===== config.mk =====
export PLATFORM = sky130hd
export DESIGN_NAME = ddr_index_addr_gen_flat
export DESIGN_NICKNAME = d
export VERILOG_FILES = /design/src/rtl/ddr_index_addr_gen_if.sv /design/src/rtl/ddr_index_addr_gen.sv /design/src/flat_wrapper.sv
export SDC_FILE = /design/constraint.sdc
export NUM_CORES = 1
export LEC_CHECK = 0
export CELL_PAD_IN_SITES_DETAIL_PLACEMENT = 0
export CELL_PAD_IN_SITES_GLOBAL_PLACEMENT = 1
export CORE_MARGIN = 2
export CORE_UTILIZATION = 43
export CTS_BUF_LIST = sky130_fd_sc_hd__clkbuf_8
export CTS_CLUSTER_DIAMETER = 150
export CTS_CLUSTER_SIZE = 10
export DETAILED_ROUTE_END_ITERATION = 6
export PLACE_DENSITY = 0.86
export SLEW_MARGIN = 20
export SYNTH_ARGS = -nofsm -noshare
export SYNTH_HDL_FRONTEND = slang
export SYNTH_SLANG_ARGS = --single-unit
export TNS_END_PERCENT = 1

===== constraint.sdc =====
create_clock -name clk -period 2.9 [get_ports clk]
set_input_delay 0.87 -clock clk [delete_from_list [all_inputs] [get_ports clk]]
set_output_delay 0.87 -clock clk [all_outputs]
set_load 0.01 [all_outputs]

===== src/rtl/ddr_index_addr_gen_if.sv =====
// ---------------------------------------------------------------------------
// ddr_index_addr_gen_if
//
// Purpose:
//   Groups the two streaming handshakes of the index-to-DDR-address generator.
//   The request side carries a burst (start index, beat count) from the line
//   scheduler. The address side carries one DDR address per beat to the DDR
//   command generator.
//
// Signals:
//   req_valid   requester -> generator   burst request valid
//   req_ready   generator -> requester   generator idle and clock-enabled
//   req_idx     requester -> generator   start line index   [IDX_W]
//   req_len     requester -> generator   beats in the burst [LEN_W]
//   addr_valid  generator -> consumer    address beat valid
//   addr_ready  consumer  -> generator   consumer takes the beat
//   addr        generator -> consumer    DDR address        [ADDR_W]
//   addr_sat    generator -> consumer    beat index was out of range
//   addr_last   generator -> consumer    final beat of the burst
//
// Modports:
//   master  the side that issues requests and consumes addresses
//           (scheduler / testbench)
//   slave   the address generator itself
// ---------------------------------------------------------------------------
interface ddr_index_addr_gen_if #(
    parameter int IDX_W  = 10,
    parameter int LEN_W  = 8,
    parameter int ADDR_W = 12
);

    logic              req_valid;
    logic              req_ready;
    logic [IDX_W-1:0]  req_idx;
    logic [LEN_W-1:0]  req_len;

    logic              addr_valid;
    logic              addr_ready;
    logic [ADDR_W-1:0] addr;
    logic              addr_sat;
    logic              addr_last;

    modport master (
        output req_valid,
        output req_idx,
        output req_len,
        input  req_ready,
        input  addr_valid,
        input  addr,
        input  addr_sat,
        input  addr_last,
        output addr_ready
    );

    modport slave (
        input  req_valid,
        input  req_idx,
        input  req_len,
        output req_ready,
        output addr_valid,
        output addr,
        output addr_sat,
        output addr_last,
        input  addr_ready
    );

endinterface


===== src/rtl/ddr_index_addr_gen.sv =====
// ---------------------------------------------------------------------------
// ddr_index_addr_gen
//
// Purpose:
//   Turns a burst request (start line index, beat count) into a stream of DDR
//   addresses. The address is computed as addr = BASE + idx*STRIDE. One
//   multiply is done per burst, for the first beat. Every later beat adds
//   STRIDE to the previous address.
//
//   The generator sits between the line scheduler and the DDR read/write
//   command generator. It replaces the old fixed index->address ROM.
//
// Ports:
//   clk     in   single clock; all logic is on the rising edge
//   reset   in   synchronous, active-high; a reset mid-burst drops the burst
//   ce      in   clock enable; 0 freezes every register and forces
//                req_ready low
//   bus     slave modport of ddr_index_addr_gen_if; carries the request
//           handshake (req_*) and the address handshake (addr_*)
//   busy    out  high whenever the FSM is not in IDLE
//
// Index range handling:
//   DDR_INDEX_WRAP_EN undefined (default):
//     Saturate mode. Any beat whose index is >= NUM_IDX reports ADDR_MAX
//     with addr_sat=1, and the index stops advancing.
//   DDR_INDEX_WRAP_EN defined:
//     Wrap mode. The index wraps modulo NUM_IDX. The wrapped beat, and a
//     first beat whose start index is out of range, report BASE with
//     addr_sat=1. ADDR_MAX is never emitted in this mode.
//
// Timing:
//   A request accepted on edge T gives its first addr_valid after edge T+2
//   (CALC registers the product; the first RUN cycle loads the output
//   register). After that the generator sustains one beat per clock.
//   The only combinational path to an output is ce/state -> req_ready.
// ---------------------------------------------------------------------------
module ddr_index_addr_gen #(
    parameter int IDX_W   = 10,
    parameter int LEN_W   = 8,
    parameter int ADDR_W  = 12,
    parameter int STRIDE  = 6,
    parameter int BASE    = 0,
    parameter int NUM_IDX = 680
) (
    input  logic                  clk,
    input  logic                  reset,
    input  logic                  ce,
    ddr_index_addr_gen_if.slave   bus,
    output logic                  busy
);

    localparam logic [ADDR_W-1:0] BASE_C    = ADDR_W'(BASE);
    localparam logic [ADDR_W-1:0] STRIDE_C  = ADDR_W'(STRIDE);
    localparam logic [IDX_W:0]    NUM_IDX_C = (IDX_W+1)'(NUM_IDX);
    localparam logic [IDX_W:0]    IDX_ONE   = (IDX_W+1)'(1);
    localparam logic [LEN_W-1:0]  LEN_ONE   = LEN_W'(1);
    localparam logic [LEN_W-1:0]  LEN_TWO   = LEN_W'(2);
`ifndef DDR_INDEX_WRAP_EN
    localparam logic [ADDR_W-1:0] ADDR_MAX  = ADDR_W'(BASE + NUM_IDX * STRIDE);
`endif

    // The clamp value BASE + NUM_IDX*STRIDE must fit in the address bus.
    // Otherwise the saturated address would silently alias a real line.
    generate
        if (BASE + NUM_IDX * STRIDE >= (1 << ADDR_W)) begin : g_addr_range_check
            $error("ddr_index_addr_gen: BASE + NUM_IDX*STRIDE does not fit in ADDR_W bits");
        end
    endgenerate

    typedef enum logic [1:0] {
        IDLE = 2'd0,
        CALC = 2'd1,
        RUN  = 2'd2
    } state_t;

    state_t             r_state;
    logic [IDX_W:0]     r_idx;
    logic [LEN_W-1:0]   r_remaining;
    logic [ADDR_W-1:0]  r_prod;
    logic               r_prod_sat;
    logic               r_addr_valid;
    logic [ADDR_W-1:0]  r_addr;
    logic               r_addr_sat;
    logic               r_addr_last;

    logic [ADDR_W-1:0]  w_mul_addr;
    logic [IDX_W:0]     w_calc_idx;
    logic [ADDR_W-1:0]  w_calc_addr;
    logic               w_calc_sat;
    logic [IDX_W:0]     w_idx_inc;
    logic [IDX_W:0]     w_step_idx;
    logic [ADDR_W-1:0]  w_step_addr;
    logic               w_step_sat;

    // Outputs come straight from registers. req_ready is the exception:
    // it must drop at once when ce is low, so it is decoded from ce and state.
    assign bus.req_ready  = ce && (r_state == IDLE);
    assign bus.addr_valid = r_addr_valid;
    assign bus.addr       = r_addr;
    assign bus.addr_sat   = r_addr_sat;
    assign bus.addr_last  = r_addr_last;
    assign busy           = (r_state != IDLE);

    // First-beat address of the burst: the only place the multiplier is used.
    // An out-of-range start index bypasses the product. In saturate mode it
    // becomes ADDR_MAX; in wrap mode it restarts at index 0 (address BASE).
    // Either way the beat is flagged with addr_sat.
    always_comb begin
        w_mul_addr  = BASE_C + ADDR_W'(r_idx) * STRIDE_C;
        w_calc_idx  = r_idx;
        w_calc_addr = w_mul_addr;
        w_calc_sat  = 1'b0;
        if (r_idx >= NUM_IDX_C) begin
`ifdef DDR_INDEX_WRAP_EN
            w_calc_idx  = '0;
            w_calc_addr = BASE_C;
`else
            w_calc_addr = ADDR_MAX;
`endif
            w_calc_sat  = 1'b1;
        end
    end

    // Follow-on beats advance the address with an adder rather than the
    // multiplier. The index register is one bit wider than req_idx, so
    // "index + 1" never wraps before it is compared against NUM_IDX.
    // In saturate mode the index freezes once it is out of range. In wrap
    // mode only the beat that rolls back to 0 carries addr_sat.
    always_comb begin
        w_idx_inc   = r_idx + IDX_ONE;
        w_step_idx  = w_idx_inc;
        w_step_addr = r_addr + STRIDE_C;
        w_step_sat  = 1'b0;
`ifdef DDR_INDEX_WRAP_EN
        if (w_idx_inc == NUM_IDX_C) begin
            w_step_idx  = '0;
            w_step_addr = BASE_C;
            w_step_sat  = 1'b1;
        end
`else
        if (r_idx >= NUM_IDX_C) begin
            w_step_idx  = r_idx;
            w_step_addr = ADDR_MAX;
            w_step_sat  = 1'b1;
        end else if (w_idx_inc >= NUM_IDX_C) begin
            w_step_addr = ADDR_MAX;
            w_step_sat  = 1'b1;
        end
`endif
    end

    // Main FSM: IDLE -> CALC -> RUN -> IDLE.
    //   IDLE  Latch the request. A zero-length burst is acknowledged and
    //         dropped without leaving IDLE.
    //   CALC  Register the first-beat product.
    //   RUN   The first cycle loads the output register from the product.
    //         After that, every accepted beat either loads the next address
    //         or, after the last beat, returns to IDLE.
    // r_remaining counts the beats still to transfer, including the one on
    // the bus. addr_last is therefore "remaining == 1" for the beat being
    // presented. ce low holds every register, so stalled beats stay frozen.
    always_ff @(posedge clk) begin
        if (reset) begin
            r_state      <= IDLE;
            r_idx        <= '0;
            r_remaining  <= '0;
            r_prod       <= '0;
            r_prod_sat   <= 1'b0;
            r_addr_valid <= 1'b0;
            r_addr       <= '0;
            r_addr_sat   <= 1'b0;
            r_addr_last  <= 1'b0;
        end else if (ce) begin
            case (r_state)
                IDLE: begin
                    if (bus.req_valid) begin
                        r_idx       <= {1'b0, bus.req_idx};
                        r_remaining <= bus.req_len;
                        if (bus.req_len != '0) begin
                            r_state <= CALC;
                        end
                    end
                end

                CALC: begin
                    r_idx      <= w_calc_idx;
                    r_prod     <= w_calc_addr;
                    r_prod_sat <= w_calc_sat;
                    r_state    <= RUN;
                end

                RUN: begin
                    if (!r_addr_valid) begin
                        r_addr_valid <= 1'b1;
                        r_addr       <= r_prod;
                        r_addr_sat   <= r_prod_sat;
                        r_addr_last  <= (r_remaining == LEN_ONE);
                    end else if (bus.addr_ready) begin
                        if (r_remaining == LEN_ONE) begin
                            r_addr_valid <= 1'b0;
                            r_addr_last  <= 1'b0;
                            r_state      <= IDLE;
                        end else begin
                            r_remaining <= r_remaining - LEN_ONE;
                            r_idx       <= w_step_idx;
                            r_addr      <= w_step_addr;
                            r_addr_sat  <= w_step_sat;
                            r_addr_last <= (r_remaining == LEN_TWO);
                        end
                    end
                end

                default: begin
                    r_state <= IDLE;
                end
            endcase
        end
    end

endmodule


===== src/flat_wrapper.sv =====
// flat-port wrapper written by rule: the top's interface ports become plain ports
module ddr_index_addr_gen_flat 
#(
    parameter int IDX_W   = 10,
    parameter int LEN_W   = 8,
    parameter int ADDR_W  = 12,
    parameter int STRIDE  = 6,
    parameter int BASE    = 0,
    parameter int NUM_IDX = 680
)
  (clk, reset, ce, busy, bus_req_valid, bus_req_idx, bus_req_len, bus_req_ready, bus_addr_valid, bus_addr, bus_addr_sat, bus_addr_last, bus_addr_ready);
  ddr_index_addr_gen_if #(.IDX_W(IDX_W), .LEN_W(LEN_W), .ADDR_W(ADDR_W)) bus_i ();
  input  logic clk;
  input  logic reset;
  input  logic ce;
  output logic busy;
  input wire logic [$bits(bus_i.req_valid)-1:0] bus_req_valid;
  input wire logic [$bits(bus_i.req_idx)-1:0] bus_req_idx;
  input wire logic [$bits(bus_i.req_len)-1:0] bus_req_len;
  output wire logic [$bits(bus_i.req_ready)-1:0] bus_req_ready;
  output wire logic [$bits(bus_i.addr_valid)-1:0] bus_addr_valid;
  output wire logic [$bits(bus_i.addr)-1:0] bus_addr;
  output wire logic [$bits(bus_i.addr_sat)-1:0] bus_addr_sat;
  output wire logic [$bits(bus_i.addr_last)-1:0] bus_addr_last;
  input wire logic [$bits(bus_i.addr_ready)-1:0] bus_addr_ready;
  assign bus_i.req_valid = bus_req_valid;
  assign bus_i.req_idx = bus_req_idx;
  assign bus_i.req_len = bus_req_len;
  assign bus_req_ready = bus_i.req_ready;
  assign bus_addr_valid = bus_i.addr_valid;
  assign bus_addr = bus_i.addr;
  assign bus_addr_sat = bus_i.addr_sat;
  assign bus_addr_last = bus_i.addr_last;
  assign bus_i.addr_ready = bus_addr_ready;
  ddr_index_addr_gen #(.IDX_W(IDX_W), .LEN_W(LEN_W), .ADDR_W(ADDR_W), .STRIDE(STRIDE), .BASE(BASE), .NUM_IDX(NUM_IDX)) u_core (.clk(clk), .reset(reset), .ce(ce), .bus(bus_i), .busy(busy));
endmodule

==> impl_metrics.py <==
metrics = {
    "run_status": {
        "status": "completed",
    },
    "setup_path": {
        "r2r-start": "u_core.r_idx[5]$_SDFFE_PP0P_",
        "crit_cells": 4,
        "worstPathRequired_ns": 2.03,
        "ff2ff_path_depth": 8,
        "start_kind": "input port",
        "critical_path.slowest_cell": "clkdlybuf4s50_1",
        "worstPathArrival_ns": 1.76,
        "path_cells": "clkdlybuf4s50_1 > nand2b_1 > nor2_1 > dlygate4sd2_1",
        "crit_start": "ce",
        "path_class": "in -> out",
        "slowest_delay_ns": 0.48,
        "path_max_fanout": 2,
        "path_buf_inv": 2,
        "cp_top_family": "buffers and inverters",
        "cp-end-kind": "output pin",
    },
    "cells_and_area": {
        "diodes": 0,
        "final_nets": 491,
        "drive_gt1_frac": 0.06742,
        "layout_commonest_cell": "dfxtp_1",
        "nFillCells": 722,
        "areaGrowthSynthToFinish_pct": 19.14,
        "stdcell_count": 544,
        "layout_common_cells": "dfxtp_1 (47), nand2_1 (37), clkdlybuf4s50_1 (37)",
    },
    "yosys": {
        "ys_types": 58,
        "synthArstFlopShare": 0,
        "synth_area_per_cell_um2": 7.782,
        "seq_area_frac_synth": 0.2949,
        "ys.warnings.count": 0,
        "synthCells": 410,
        "syn-num-nets": 457,
        "yosys_register_bits": 47,
        "syn_area_mm2": 0.003191,
        "synth-main-ff-cell": "dfxtp_1",
        "synth-edff-count": 0,
    },
    "routing": {
        "antenna_left": 0,
        "post_drt_wl_per_cell_um": 15.27,
        "drtIter0Drc": 188,
        "wl_met2_mm": 3.888,
        "avgViaCountPerCell": 5.746,
        "top_layer": "met4",
        "num_vias": 3126,
        "wirelength_mm": 8.309,
        "drt-pass1-iter-count": 4,
        "routedLengthMet1_mm": 3.925,
        "drc": 0,
        "wl_met3_um": 420,
    },
    "timing": {
        "fin_worst_skew_ns": 0.01624,
        "rsz0062_at_grt": "false",
        "maxSlewViolCount": 0,
        "finalCriticalPeriod_ns": 2.635,
        "final_hold_viol_count": 0,
        "fin_setup_tns_ns": 0,
        "fin_crit_sh": 0.9086,
        "holdWs_ns": 0.4602,
        "worstMarginPinSlew_ns": 0.7047,
        "clock.fmax_mhz": 379.5,
        "setup_viol": 0,
        "setup_slack_ns": 0.2651,
        "slew_headroom": 0.5302,
    },
    "min_path": {
        "min_from": "u_core.r_prod[2]$_SDFFE_PP0P_",
        "hold_path_depth": 2,
        "hp-class": "reg -> reg",
    },
    "cts": {
        "clkTransAtPathRegs_ns": 0.10,
        "cts_setup_buffers": 0,
        "htree_num_levels": 2,
        "clk_latency_ns": 0.31,
        "clockBufferDepth": 2,
        "cts_tree": "done",
        "numClockSinks": 47,
        "cts-root-buf": "clkbuf_8",
        "numCtsBuffers": 5,
    },
    "floorplanning": {
        "die_x_um": 90.14,
        "dieArea_mm2": 0.008125,
        "rows": 31,
        "start_util": 0.4422,
        "fp.dieH_um": 90.14,
        "io_pins": 40,
        "coreArea_mm2": 0.007214,
    },
    "global_route": {
        "grt_pass1_vias": 2990,
        "grt_max_degree": 42,
        "grtUsageTotal": 0.2109,
        "grt_pass1_wl_mm": 14.40,
        "grt_overflow_total": 0,
        "antenna_found_initial": 0,
    },
    "power": {
        "powerDensity_mw_per_mm2": 361.3,
        "max-vdd-ir-drop_mv": 0.1732,
        "leakagePower_nw": 1.355,
        "power.total_mw": 1.373,
    },
    "place": {
        "port_buffers": 38,
        "place_hpwl_mm": 6.051,
        "placed_cells": 536,
        "pre_cts_slack_ns": -0.008255,
        "gp_congestion": 0.8866,
    },
    "job": {
        "cap_violations": 0,
    },
}
## state kept, by name (all words and copies together), names as in the netlist
| register | count |
|---|---|
| u_core.bus.addr_sat | 1 |
| u_core.r_remaining | 8 |
| u_core.r_prod | 11 |
| u_core.r_prod_sat | 1 |
| u_core.bus.addr | 11 |
| u_core.r_idx | 11 |
| u_core.bus.addr_valid | 1 |
| u_core.r_state | 2 |
| u_core.bus.addr_last | 1 |
## worst reg2reg max path, stage by stage (launching register included)
cell	delay, ns
dfxtp_1	0.47
ha_1	0.34
nand4_1	0.15
xnor2_1	0.31
o211a_1	0.21
a211oi_2	0.05
buf_4	0.21
nor3_1	0.49
a221oi_1	0.19
## power by group
part	leakage (nW)	switching [mW]	total [mW]	internal [mW]
sequential	0.382	0.0331	0.706	0.672
clock	0.0453	0.234	0.399	0.166
combinational	0.928	0.142	0.268	0.126
total	1.36	0.409	1.37	0.964
## worst paths after layout
check,slack [ns],end
worst max-delay path,0.27,bus_req_ready
worst min-delay path,0.46,u_core.r_prod[2]$_SDFFE_PP0P_
worst max register to register,0.35,u_core.bus.addr[4]$_SDFFE_PP0P_
worst min register to register,0.46,u_core.r_prod[2]$_SDFFE_PP0P_
## cell families (layout without fill, tap and decap cells)
kind of cell,after synthesis,after routing,synth area share
AOI/OAI and AO/OA,123,123,0.2678
DFF,47,47,0.2949
other,1,1,0.001175
adders and majority gates,24,24,0.09412
muxes,3,3,0.01020
and+or+nand+nor,149,149,0.2306
buffers and inverters,49,84,0.06275
xor gates and xnor gates,14,14,0.03843
## synth_stat cells, drive strengths merged (6+ instances only)
cell	count	area share
dfxtp	47	0.29
nand2	37	0.044
nor2	36	0.042
a21oi	31	0.049
ha	24	0.094
inv	24	0.028
o21ai	22	0.035
clkbuf	19	0.022
nor3	16	0.025
nand3	12	0.019
nand2b	11	0.022
a211oi	10	0.025
a221oi	10	0.027
o31ai	7	0.016
xnor2	7	0.019
xor2	7	0.019
and3	6	0.013
buf	6	0.012
nor4	6	0.012
## area by class of cell
class	count	area, µm²	share of cell area
clock buffer	5	68.82	0.01810
multi-input combinational	314	2052	0.5398
timing repair buffer	52	509.2	0.1340
sequential	47	940.9	0.2475
inverter	24	90.09	0.02370
tap	99	123.9	0.03259
clock inverter	3	16.27	0.004279
## through the flow
step | utilization | instance area, µm²
after floorplan | - | 3191
after global placement | 0.5153 | 3717
after detailed placement | 0.5153 | 3717
after CTS | 0.5269 | 3801
after global routing | 0.5269 | 3801
final | 0.5269 | 3801
## metal layers
layer	up-vias	global-route usage
met5	-	0
met4	0	0.05000
met3	6	0.03018
met2	72	0.3534
met1	1470	0.2874
li1	1578	-
## what timing repair did
action,in CTS,in global routing
resized for setup,1,0
endpoints found under the setup margin,1,0
hold buffers,0,0
(Power assumes the default switching activity.)
